[src/rtl/div_pkg.sv]
`default_nettype none
// ============================================================================
// Module      : div_pkg
// Description : Shared types and constants for the RV32M divide unit.
// Revision    : 1.0 - initial release
// ============================================================================
package div_pkg;

    localparam int XLEN     = 32;
    localparam int DIV_ITER = 32;
    localparam int CNT_W    = $clog2(DIV_ITER);

    localparam logic [CNT_W-1:0] CNT_LAST = CNT_W'(DIV_ITER - 1);

    typedef enum logic [1:0] {
        DIV  = 2'b00,
        DIVU = 2'b01,
        REM  = 2'b10,
        REMU = 2'b11
    } div_op_e;

    typedef enum logic [1:0] {
        IDLE = 2'b00,
        CALC = 2'b01,
        DONE = 2'b10
    } div_state_e;

    // Magnitude of an operand; unsigned operands pass through untouched.
    function automatic logic [XLEN-1:0] op_mag(input logic [XLEN-1:0] v,
                                               input logic            is_signed);
        return (is_signed && v[XLEN-1]) ? -v : v;
    endfunction

endpackage
`default_nettype wire

[src/rtl/div_unit.sv]
`default_nettype none
// ============================================================================
// Module      : div_unit
// Description : Iterative 32-bit radix-2 restoring divider (DIV/DIVU/REM/REMU).
// Revision    : 1.0 - initial release
// ============================================================================
module div_unit
    import div_pkg::*;
(
    input  logic            clk,
    input  logic            rst_n,
    input  logic            div_start,
    input  logic [1:0]      div_op,
    input  logic [XLEN-1:0] div_in1,
    input  logic [XLEN-1:0] div_in2,
    output logic            div_busy,
    output logic            div_done,
    output logic [XLEN-1:0] div_out
);

    div_state_e       r_state;
    div_state_e       w_state_nxt;
    logic [CNT_W-1:0] r_cnt;
    div_op_e          r_op;
    logic [XLEN:0]    r_rem;
    logic [XLEN-1:0]  r_quo;
    logic [XLEN-1:0]  r_dvsr;
    logic             r_neg_q;
    logic             r_neg_r;
    logic [XLEN-1:0]  r_result;

    logic             w_signed;
    logic             w_div_zero;
    logic             w_ovf;
    logic             w_special;
    logic [XLEN-1:0]  w_special_res;
    logic [XLEN+1:0]  w_shift;
    logic [XLEN+1:0]  w_diff;
    logic             w_ge;
    logic [XLEN:0]    w_rem_nxt;
    logic [XLEN-1:0]  w_quo_nxt;
    logic [XLEN-1:0]  w_quo_fix;
    logic [XLEN-1:0]  w_rem_fix;
    logic [XLEN-1:0]  w_calc_res;
    logic             w_unused;

    // ------------------------------------------------------------------
    // Special-case detection on the raw request operands
    // ------------------------------------------------------------------
    assign w_signed   = ~div_op[0];
    assign w_div_zero = (div_in2 == '0);
    assign w_ovf      = w_signed && (div_in1 == {1'b1, {(XLEN-1){1'b0}}})
                                 && (div_in2 == '1);
    assign w_special  = w_div_zero | w_ovf;

    always_comb begin
        w_special_res = '0;
        if (w_div_zero) begin
            w_special_res = div_op[1] ? div_in1 : '1;
        end else begin
            w_special_res = div_op[1] ? '0 : {1'b1, {(XLEN-1){1'b0}}};
        end
    end

    // ------------------------------------------------------------------
    // One restoring step: dividend bits shift out of r_quo into the
    // partial remainder while quotient bits shift in from the bottom.
    // ------------------------------------------------------------------
    assign w_shift   = {r_rem, r_quo[XLEN-1]};
    assign w_diff    = w_shift - {2'b00, r_dvsr};
    assign w_ge      = ~w_diff[XLEN+1];
    assign w_rem_nxt = w_ge ? w_diff[XLEN:0] : w_shift[XLEN:0];
    assign w_quo_nxt = {r_quo[XLEN-2:0], w_ge};

    // The remainder never reaches 2^32, so the shifted-out MSB is always zero.
    assign w_unused  = r_rem[XLEN];

    // Sign correction is folded into the final step so the result lands
    // in r_result on the very edge that enters DONE.
    assign w_quo_fix  = r_neg_q ? -w_quo_nxt : w_quo_nxt;
    assign w_rem_fix  = r_neg_r ? -w_rem_nxt[XLEN-1:0] : w_rem_nxt[XLEN-1:0];
    assign w_calc_res = ((r_op == REM) || (r_op == REMU)) ? w_rem_fix : w_quo_fix;

    // ------------------------------------------------------------------
    // FSM
    // ------------------------------------------------------------------
    always_ff @(posedge clk) begin
        if (!rst_n) begin
            r_state <= IDLE;
        end else begin
            r_state <= w_state_nxt;
        end
    end

    always_comb begin
        w_state_nxt = r_state;
        case (r_state)
            IDLE: begin
                if (div_start) begin
                    w_state_nxt = w_special ? DONE : CALC;
                end
            end
            CALC: begin
                if (r_cnt == CNT_LAST) begin
                    w_state_nxt = DONE;
                end
            end
            DONE:    w_state_nxt = IDLE;
            default: w_state_nxt = IDLE;
        endcase
    end

    // ------------------------------------------------------------------
    // Datapath
    // ------------------------------------------------------------------
    always_ff @(posedge clk) begin
        if (!rst_n) begin
            r_cnt    <= '0;
            r_op     <= DIV;
            r_rem    <= '0;
            r_quo    <= '0;
            r_dvsr   <= '0;
            r_neg_q  <= 1'b0;
            r_neg_r  <= 1'b0;
            r_result <= '0;
        end else begin
            case (r_state)
                IDLE: begin
                    if (div_start) begin
                        r_op    <= div_op_e'(div_op);
                        r_cnt   <= '0;
                        r_rem   <= '0;
                        r_quo   <= op_mag(div_in1, w_signed);
                        r_dvsr  <= op_mag(div_in2, w_signed);
                        r_neg_q <= w_signed & (div_in1[XLEN-1] ^ div_in2[XLEN-1]);
                        r_neg_r <= w_signed & div_in1[XLEN-1];
                        if (w_special) begin
                            r_result <= w_special_res;
                        end
                    end
                end
                CALC: begin
                    r_rem <= w_rem_nxt;
                    r_quo <= w_quo_nxt;
                    r_cnt <= r_cnt + CNT_W'(1);
                    if (r_cnt == CNT_LAST) begin
                        r_result <= w_calc_res;
                    end
                end
                default: ;
            endcase
        end
    end

    assign div_busy = (r_state != IDLE);
    assign div_done = (r_state == DONE);
    assign div_out  = r_result;

endmodule
`default_nettype wire

[config.mk]
export PLATFORM = sky130hd
export DESIGN_NAME = div_unit
export DESIGN_NICKNAME = d
export VERILOG_FILES = /design/src/rtl/div_pkg.sv /design/src/rtl/div_unit.sv
export SDC_FILE = /design/constraint.sdc
export NUM_CORES = 1
export LEC_CHECK = 0
export BUFFER_PORTS_ARGS = -buffer_cell sky130_fd_sc_hd__buf_2
export CAP_MARGIN = 20
export CELL_PAD_IN_SITES_DETAIL_PLACEMENT = 1
export CELL_PAD_IN_SITES_GLOBAL_PLACEMENT = 1
export CORE_ASPECT_RATIO = 1.1
export CORE_MARGIN = 1.5
export CORE_UTILIZATION = 41
export DETAILED_ROUTE_END_ITERATION = 10
export PLACE_DENSITY = 0.74
export REMOVE_ABC_BUFFERS = 1
export SETUP_SLACK_MARGIN = 0.5
export SLEW_MARGIN = 20
export SYNTH_ARGS = -nofsm -noshare
export SYNTH_HDL_FRONTEND = slang
export SYNTH_SLANG_ARGS = --single-unit
[constraint.sdc]
create_clock -name clk -period 6.1 [get_ports clk]
set_input_delay 1.22 -clock clk [delete_from_list [all_inputs] [get_ports clk]]
set_output_delay 1.22 -clock clk [all_outputs]
set_load 0.02 [all_outputs]
==> impl_results.md, run 1 <==
* Result of the run: finished, final reports clean
* Port bufs at 102
* Part of the cycle the worst path needs at 85.1%
* Power density normalized to cell area at 242 nW/um^2
* Post-layout instance count excluding filler cells at 1,986
* Type of element launching the critical path: flip-flop
* Simple-gate area share of the yosys netlist at 22.2%
* Seq cells post-synth at 139
* Layout area overhead at 12.1%
* Count of unique library cells instantiated by Yosys at 84
* Complex-gate fraction of the synthesized area at 31.0%
* TritonCTS buffer count at 17
* Number of levels the H-tree was split into at 4
* Cell seen most often among critical-path stages: sky130_fd_sc_hd__ha_1
* Final setup vio count at 0
* Worst hold start: r_dvsr[31]
* Starting utilization of the core area at 42.0%
* Max FO, Critical Path at 11
* Max rail drop VDD at 0.163 mV
* Switch Pwr at 0.00108 W
* Worst Hold Path Cells at 2
* Initial antenna violation count at 0
* Count of buffering cells on the critical path with inverters included at 1
* Hold bufs inserted after CTS at 0
* Worst relative slew slack at 27.2%
* Cells after DPL at 1,953
* Overall die width at 162 um
* Cell at the root of the clock tree: sky130_fd_sc_hd__clkbuf_16
* Critical path type: flip-flop to flip-flop
* Worst Skew at 0.0108 ns
* Peak clock frequency supported by timing at 193 MHz
* Count of vias placed by the detailed router at 12,164
* Most common cell after layout, fill and taps aside: sky130_fd_sc_hd__nor2_1
* Critical register-to-register path endpoint: div_out[30]
* Register-to-Register Setup Slack at 0.91 ns
* Post-placement cell area at 12,100 um^2
* Number of endpoints with negative hold slack in the final report at 0
* Static leakage at 4.83 nW
* Final min period at 5.19 ns
* Kind of end point of the critical path: flip-flop
* Vias per inst at 6.12
* Adder-Cell Fraction of Synth Area at 4.45%
* Highest-delay cell along the critical path: sky130_fd_sc_hd__or4_1
* Number of nets in the layout at 1,724
* Setup TNS at 0 ns
* Instance count of the mapped netlist at 1,580
* Total routing resource utilization after global routing at 29.0%
* Residual overflow from global routing at 0
* Height of the die at 178 um
* Delay-heaviest family, CP: simple AND/OR/NAND/NOR gates
* Average wire per standard cell at 20.9 um
* Mapped Area at 11,400 um^2
* Worst R2R Path Depth at 19
* Internal Pwr Total at 0.00202 W
* Register share of total power at 33.1%
* Switching share of total power at 34.9%
* Count of final max-slew check failures at 0
* Largest family of logic cells by synthesized area: compound AO/OA/AOI/OAI gates
* Hold WC Path Type: flip-flop to flip-flop
* Post-Route Hold Slack at 0.463 ns
* Critical Path Max Stage Delay at 0.65 ns
* End point of the most critical hold path: r_dvsr[31]
* FF-to-FF Start: r_rem[10]
* Count of antenna-violating nets left after detailed routing at 0
* Maximum number of pins on one net before global-route repair at 62
* GP Congestion at 0.905
* Yosys Warn Count at 0
* Number of rows in the core area at 63
* Post-detail-place hpwl at 31.2 mm
* Max-cap viol count at 0
* Critical Path AT at 5.52 ns
* Iteration-0 DRC count of the detailed router at 865
* First-pass GRT wire length at 66.1 mm
* Part of the total power dissipated in combinational logic at 28.9%
* Clk buf depth at 2
* Die Outline Area at 28,900 um^2
* Post-synthesis sequential area ratio at 24.4%
* Initial DRT Pass Iterations at 5
* Sinks on Clock Net at 139
* Number of top-level design ports at 103
* Worst Slack Setup Final at 0.910 ns
* Residual DRC at 0
* Most frequent cells in the layout: sky130_fd_sc_hd__nor2_1, sky130_fd_sc_hd__a21oi_1, sky130_fd_sc_hd__dfxtp_1
* Clock slew at the register clock pins of the worst setup and hold paths at 0.06 ns
* Final routed wirelength across all metal layers at 41.6 mm
* Vias in the first global route at 12,013
* Clock Power Share at 38.0%
* Multiplexer share of the synthesized area at 2.48%
* Clock network latency to the later pin of the worst-skew pair at 0.45 ns
* Post-route cell area at 12,800 um^2
* Async set-or-reset flop fraction in the synthesized netlist at 0%
* Predominant post-synthesis flop cell: sky130_fd_sc_hd__dfxtp_1
* Unrepaired setup endpoints after global routing: no
* Avg Cell Area, Syn at 7.23 um^2
* Number of synthesized flops with an enable pin at 0
* Cells traversed along the worst timing path: ha_1, nand4_1, nor2_1, o2111ai_2, a31oi_2, o31a_1, nor2_4, inv_2, ha_1, nand2_1, or3_1, nand2b_1, or4_1, or2_2, o21ai_1, xor2_1, o221ai_1, a211oi_1, a21oi_1
* Synthesized-area fraction occupied by xor and xnor cells at 10.1%
* CTS tree: built
* Share of layout cells above drive strength 1 at 11.1%
* Slew @ Worst Pin at 1.08 ns
* Worst Setup Slack post-DPL at 0.903 ns
* Required time reported for the critical path endpoint at 6.43 ns
* Core footprint at 27,200 um^2
[final cells by class]
| cell class | instances | area, um^2 |
|---|---|---|
| repair buffers | 121 | 657 |
| multi-input cells | 1283 | 8070 |
| diodes | 1 | 2.50 |
| flip-flops and latches | 139 | 2780 |
| clock buffers | 20 | 457 |
| inverters | 53 | 200 |
| clock inverters | 12 | 194 |
| well taps | 357 | 447 |
| fillers | 3523 | 14400 |
[routing by layer]
metal | vias to the layer above | routed length [um] | GRT usage [%]
met5 | - | 0 | 0
met4 | 0 | 810 | 8.52
met3 | 44 | 1940 | 3.23
met2 | 323 | 19900 | 49.5
met1 | 5927 | 18900 | 38.4
li1 | 5870 | - | -
[logic make-up (layout without fill, tap and decap cells)]
group,Yosys count,in the layout
AO/OA/AOI/OAI,547,547
XOR/XNOR,132,132
adder cells (fa/ha/maj),40,40
buffers and inverters,158,206
flip-flops,139,139
multiplexers,28,28
other,0,1
AND/OR/NAND/NOR,536,536
[cells in the mapped netlist (all sizes together), types with 21 or more instances]
library cell / instances / share of area (%)
o21ai: 132 / 5.8
xor2: 59 / 4.5
dfxtp: 139 / 24
a31oi: 36 / 2.0
nand3: 34 / 1.5
nor3: 35 / 1.5
mux2i: 26 / 2.3
o31ai: 22 / 1.4
inv: 51 / 1.7
nor2: 183 / 6.1
ha: 39 / 4.3
a21oi: 148 / 6.5
a211oi: 47 / 3.1
or3: 21 / 1.1
nand2: 134 / 4.4
clkbuf: 86 / 2.8
xnor2: 73 / 5.6
a22oi: 32 / 2.2
nand4: 21 / 1.1
[registers in the layout, indices dropped and copies added, names as in the netlist]
name,flops
div_out,32
r_op,1
r_dvsr,32
r_cnt,5
r_quo,32
r_rem,33
r_neg_q,1
r_state,2
r_neg_r,1
[per-stage QoR]
| step | util (%) | power (W) |
|---|---|---|
| 3_5_place_dp | 44.7 | 0.00192 |
| 6_report | 47.1 | 0.00310 |
| 3_3_place_gp | 44.7 | 0.00191 |
| 2_1_floorplan | - | 0.00163 |
| 4_1_cts | 47.1 | 0.00310 |
| 5_1_grt | 47.1 | 0.00324 |
[tightest hold or removal path, cell delays in order, from the launching register on]
cell                      delay (ns)
sky130_fd_sc_hd__dfxtp_1        0.31
sky130_fd_sc_hd__nand2_1        0.05
sky130_fd_sc_hd__a21oi_1        0.05
[how the worst max path moves through the flow]
stage	start	to	slack [ns]	cells past startpoint
CTS	r_rem[10]	div_out[24]	0.86	17
finish	r_rem[10]	div_out[30]	0.91	19
global route	r_rem[10]	div_out[24]	0.63	17
detailed placement	r_rem[10]	div_out[24]	0.90	17
global placement	r_rem[10]	div_out[24]	1.13	17
floorplan	r_rem[5]	div_out[30]	0.21	19
[power groups by stage]
stage / combinational (W) / sequential, W / clock, W
6_report: 0.000896 / 0.00102 / 0.00118
5_1_grt: 0.000984 / 0.00103 / 0.00123
4_1_cts: 0.000888 / 0.00102 / 0.00119
3_5_place_dp: 0.000881 / 0.00104 / 0
3_3_place_gp: 0.000867 / 0.00104 / 0
2_1_floorplan: 0.000588 / 0.00104 / 0
[timing repair]
item,in CTS,in global routing
setup endpoints to repair,0,1
setup buffers,0,0
resized for setup,0,1
Note: power is estimated with default switching activity, not from simulation.
==> inputs of run 2 (changes only) <==
--- a/config.mk
+++ b/config.mk
@@ -5,6 +5,7 @@
 export SDC_FILE = /design/constraint.sdc
 export NUM_CORES = 1
 export LEC_CHECK = 0
+export ABC_AREA = 1
 export BUFFER_PORTS_ARGS = -buffer_cell sky130_fd_sc_hd__buf_2
 export CAP_MARGIN = 20
 export CELL_PAD_IN_SITES_DETAIL_PLACEMENT = 1
@@ -13,7 +14,7 @@
 export CORE_MARGIN = 1.5
 export CORE_UTILIZATION = 41
 export DETAILED_ROUTE_END_ITERATION = 10
-export PLACE_DENSITY = 0.74
+export PLACE_DENSITY = 0.78
 export REMOVE_ABC_BUFFERS = 1
 export SETUP_SLACK_MARGIN = 0.5
 export SLEW_MARGIN = 20
==> run 2 against run 1 <==
Against the previous run:
- first-iteration DRC count is 17% higher
- worst hold slack improved by 0.0031 ns
- global-route usage increased by 2.9 points
- worst setup slack better by 0.49 ns
- critical path type unchanged
- final area up 8.3%
- clock skew increased by 0.0022 ns
- sequential share of layout area shrank 1.7 points
==> impl_results.md, run 2 <==
* Number of endpoints with negative hold slack in the final report at 0
* Max FO, Critical Path at 10
* Post-detail-place hpwl at 38.1 mm
* Count of antenna-violating nets left after detailed routing at 0
* Layout area overhead at 10.7%
* Predominant post-synthesis flop cell: sky130_fd_sc_hd__dfxtp_1
* Initial antenna violation count at 0
* Overall die width at 170 um
* Count of final max-slew check failures at 0
* Number of resized instances in the post-cts repair step at 0
* Initial DRT Pass Iterations at 4
* Instance count of the mapped netlist at 2,177
* Avg Cell Area, Syn at 5.76 um^2
* Total routing resource utilization after global routing at 31.9%
* Count of vias placed by the detailed router at 14,673
* Starting utilization of the core area at 42.1%
* CTS tree: built
* Hold bufs inserted after CTS at 0
* Kind of end point of the critical path: flip-flop
* Cell at the root of the clock tree: sky130_fd_sc_hd__clkbuf_16
* Most numerous cell in the Yosys netlist: sky130_fd_sc_hd__nand2_1
* Number of levels the H-tree was split into at 4
* Highest-delay cell along the critical path: sky130_fd_sc_hd__dfxtp_1
* Clk buf depth at 2
* Filler cell count at 4,224
* Number of nets in the layout at 2,331
* Register with the most flip-flops: r_rem
* Mapped Area at 12,500 um^2
* Total setup buffers inserted after CTS at 0
* Required time reported for the critical path endpoint at 6.44 ns
* Unrepaired setup endpoints after global routing: no
* Critical path type: flip-flop to flip-flop
* Area contributors post-synth: sky130_fd_sc_hd__dfxtp_1, sky130_fd_sc_hd__nand2_1, sky130_fd_sc_hd__inv_1, sky130_fd_sc_hd__a21oi_1, sky130_fd_sc_hd__nand3_1
* Final core utilization at 46.5%
* Count of unique library cells instantiated by Yosys at 54
* Residual DRC at 0
* Post-synth top area cell: sky130_fd_sc_hd__dfxtp_1
* Flip-flop count of the largest register after layout at 33
* Worst relative slew slack at 28.9%
* Max-cap viol count at 0
* Cell seen most often among critical-path stages: sky130_fd_sc_hd__nand2_4
* Type of element launching the critical path: flip-flop
* Share of layout cells above drive strength 1 at 10.3%
* Hold WC Path Type: flip-flop to flip-flop
* Yosys Warn Count at 0
* First-pass GRT wire length at 79.6 mm
* Part of the cycle the worst path needs at 77.1%
* Most frequent cells in the layout: sky130_fd_sc_hd__nand2_1, sky130_fd_sc_hd__inv_1, sky130_fd_sc_hd__nor2_1
* Commonest cells in the netlist: sky130_fd_sc_hd__nand2_1, sky130_fd_sc_hd__inv_1, sky130_fd_sc_hd__nor2_1
* Clock network latency to the later pin of the worst-skew pair at 0.46 ns
* Worst Skew at 0.0130 ns
* Clock slew at the register clock pins of the worst setup and hold paths at 0.07 ns
* Number of rows in the core area at 66
* Critical Path Source: r_dvsr[7]
* Post-Route Hold Slack at 0.466 ns
* Vias per inst at 5.55
* Async set-or-reset flop fraction in the synthesized netlist at 0%
* Final min period at 4.70 ns
* Number of top-level design ports at 103
* Average wire per standard cell at 18.8 um
* Residual overflow from global routing at 0
* Sinks on Clock Net at 139
* GP Congestion at 0.869
* Port bufs at 102
* Final setup vio count at 0
* Core footprint at 29,800 um^2
* Count of buffering cells on the critical path with inverters included at 4
* Iteration-0 DRC count of the detailed router at 1,011
* Most common cell after layout, fill and taps aside: sky130_fd_sc_hd__nand2_1
* Maximum number of pins on one net before global-route repair at 91
* Seq cells post-synth at 139
* TritonCTS buffer count at 17
* Critical Path AT at 5.05 ns
* Critical Path Max Stage Delay at 0.35 ns
* Result of the run: finished, final reports clean
* Slew @ Worst Pin at 1.06 ns
* Height of the die at 186 um
* Final routed wirelength across all metal layers at 49.7 mm
* Peak clock frequency supported by timing at 213 MHz
* Setup TNS at 0 ns
* Yosys top cell area share at 22.2%
* Die Outline Area at 31,600 um^2
* Vias in the first global route at 14,860
* Worst hold start: div_out[10]
* FF-to-FF Start: r_dvsr[7]
* Post-synthesis sequential area ratio at 22.2%
* Number of synthesized flops with an enable pin at 0
* Delay-heaviest family, CP: simple AND/OR/NAND/NOR gates
* Antenna diodes at 0
[run 2: cell families (layout without fill, tap and decap cells)]
logic type | count (synthesis) | after routing | synth area share [%]
AOI/OAI and AO/OA | 437 | 437 | 19.5
xor gates and xnor gates | 50 | 50 | 3.49
buffers and inverters | 358 | 416 | 11.4
and+or+nand+nor | 1153 | 1153 | 39.4
adders and majority gates | 40 | 40 | 4.05
DFF | 139 | 139 | 22.2
[run 2: worst min-delay path, stage by stage (launching register included)]
cell                      delay, ns
sky130_fd_sc_hd__dfxtp_1       0.31
sky130_fd_sc_hd__nand2_1       0.06
sky130_fd_sc_hd__a21oi_1       0.06
[run 2: cell type report]
| class | count | area, um^2 | share of cell area (%) |
|---|---|---|---|
| clock buffers | 24 | 502 | 3.62 |
| clock inverters | 8 | 106 | 0.767 |
| inverters | 265 | 996 | 7.18 |
| multi-input cells | 1680 | 8340 | 60.1 |
| flip-flops and latches | 139 | 2780 | 20.1 |
| well taps | 408 | 510 | 3.68 |
| repair buffers | 119 | 638 | 4.60 |
[run 2: path summary, 6_finish.rpt]
path / end / slack (ns) / depth (start not counted)
max reg2reg: div_out[26] / 1.40 / 30
min: div_out[10] / 0.47 / 2
min reg2reg: div_out[10] / 0.47 / 2
max: div_out[26] / 1.40 / 30
[run 2: per-stage QoR]
| step | worst slack [ns] | instance area (um^2) | std cells |
|---|---|---|---|
| final | 1.40 | 13900 | 2643 |
| after global routing | 0.941 | 13900 | 2643 |
| after CTS | 1.49 | 13900 | 2643 |
| after detailed placement | 1.61 | 13300 | 2611 |
| after global placement | 1.74 | 13300 | 2611 |
| after floorplan | 0.660 | 12100 | 2084 |
[run 2: per-layer routing]
metal,GRT usage [%],vias to the layer above,part of all wire (%)
met2,54.3,280,48
met3,3.14,44,3.6
met5,0,-,0
met4,7.90,0,1.6
li1,-,7198,-
met1,42.9,7151,47
Power of run 2 is left out: the tool's default activity adds up to more than one toggle a clock period on the data nets, which glitch-free logic cannot reach.
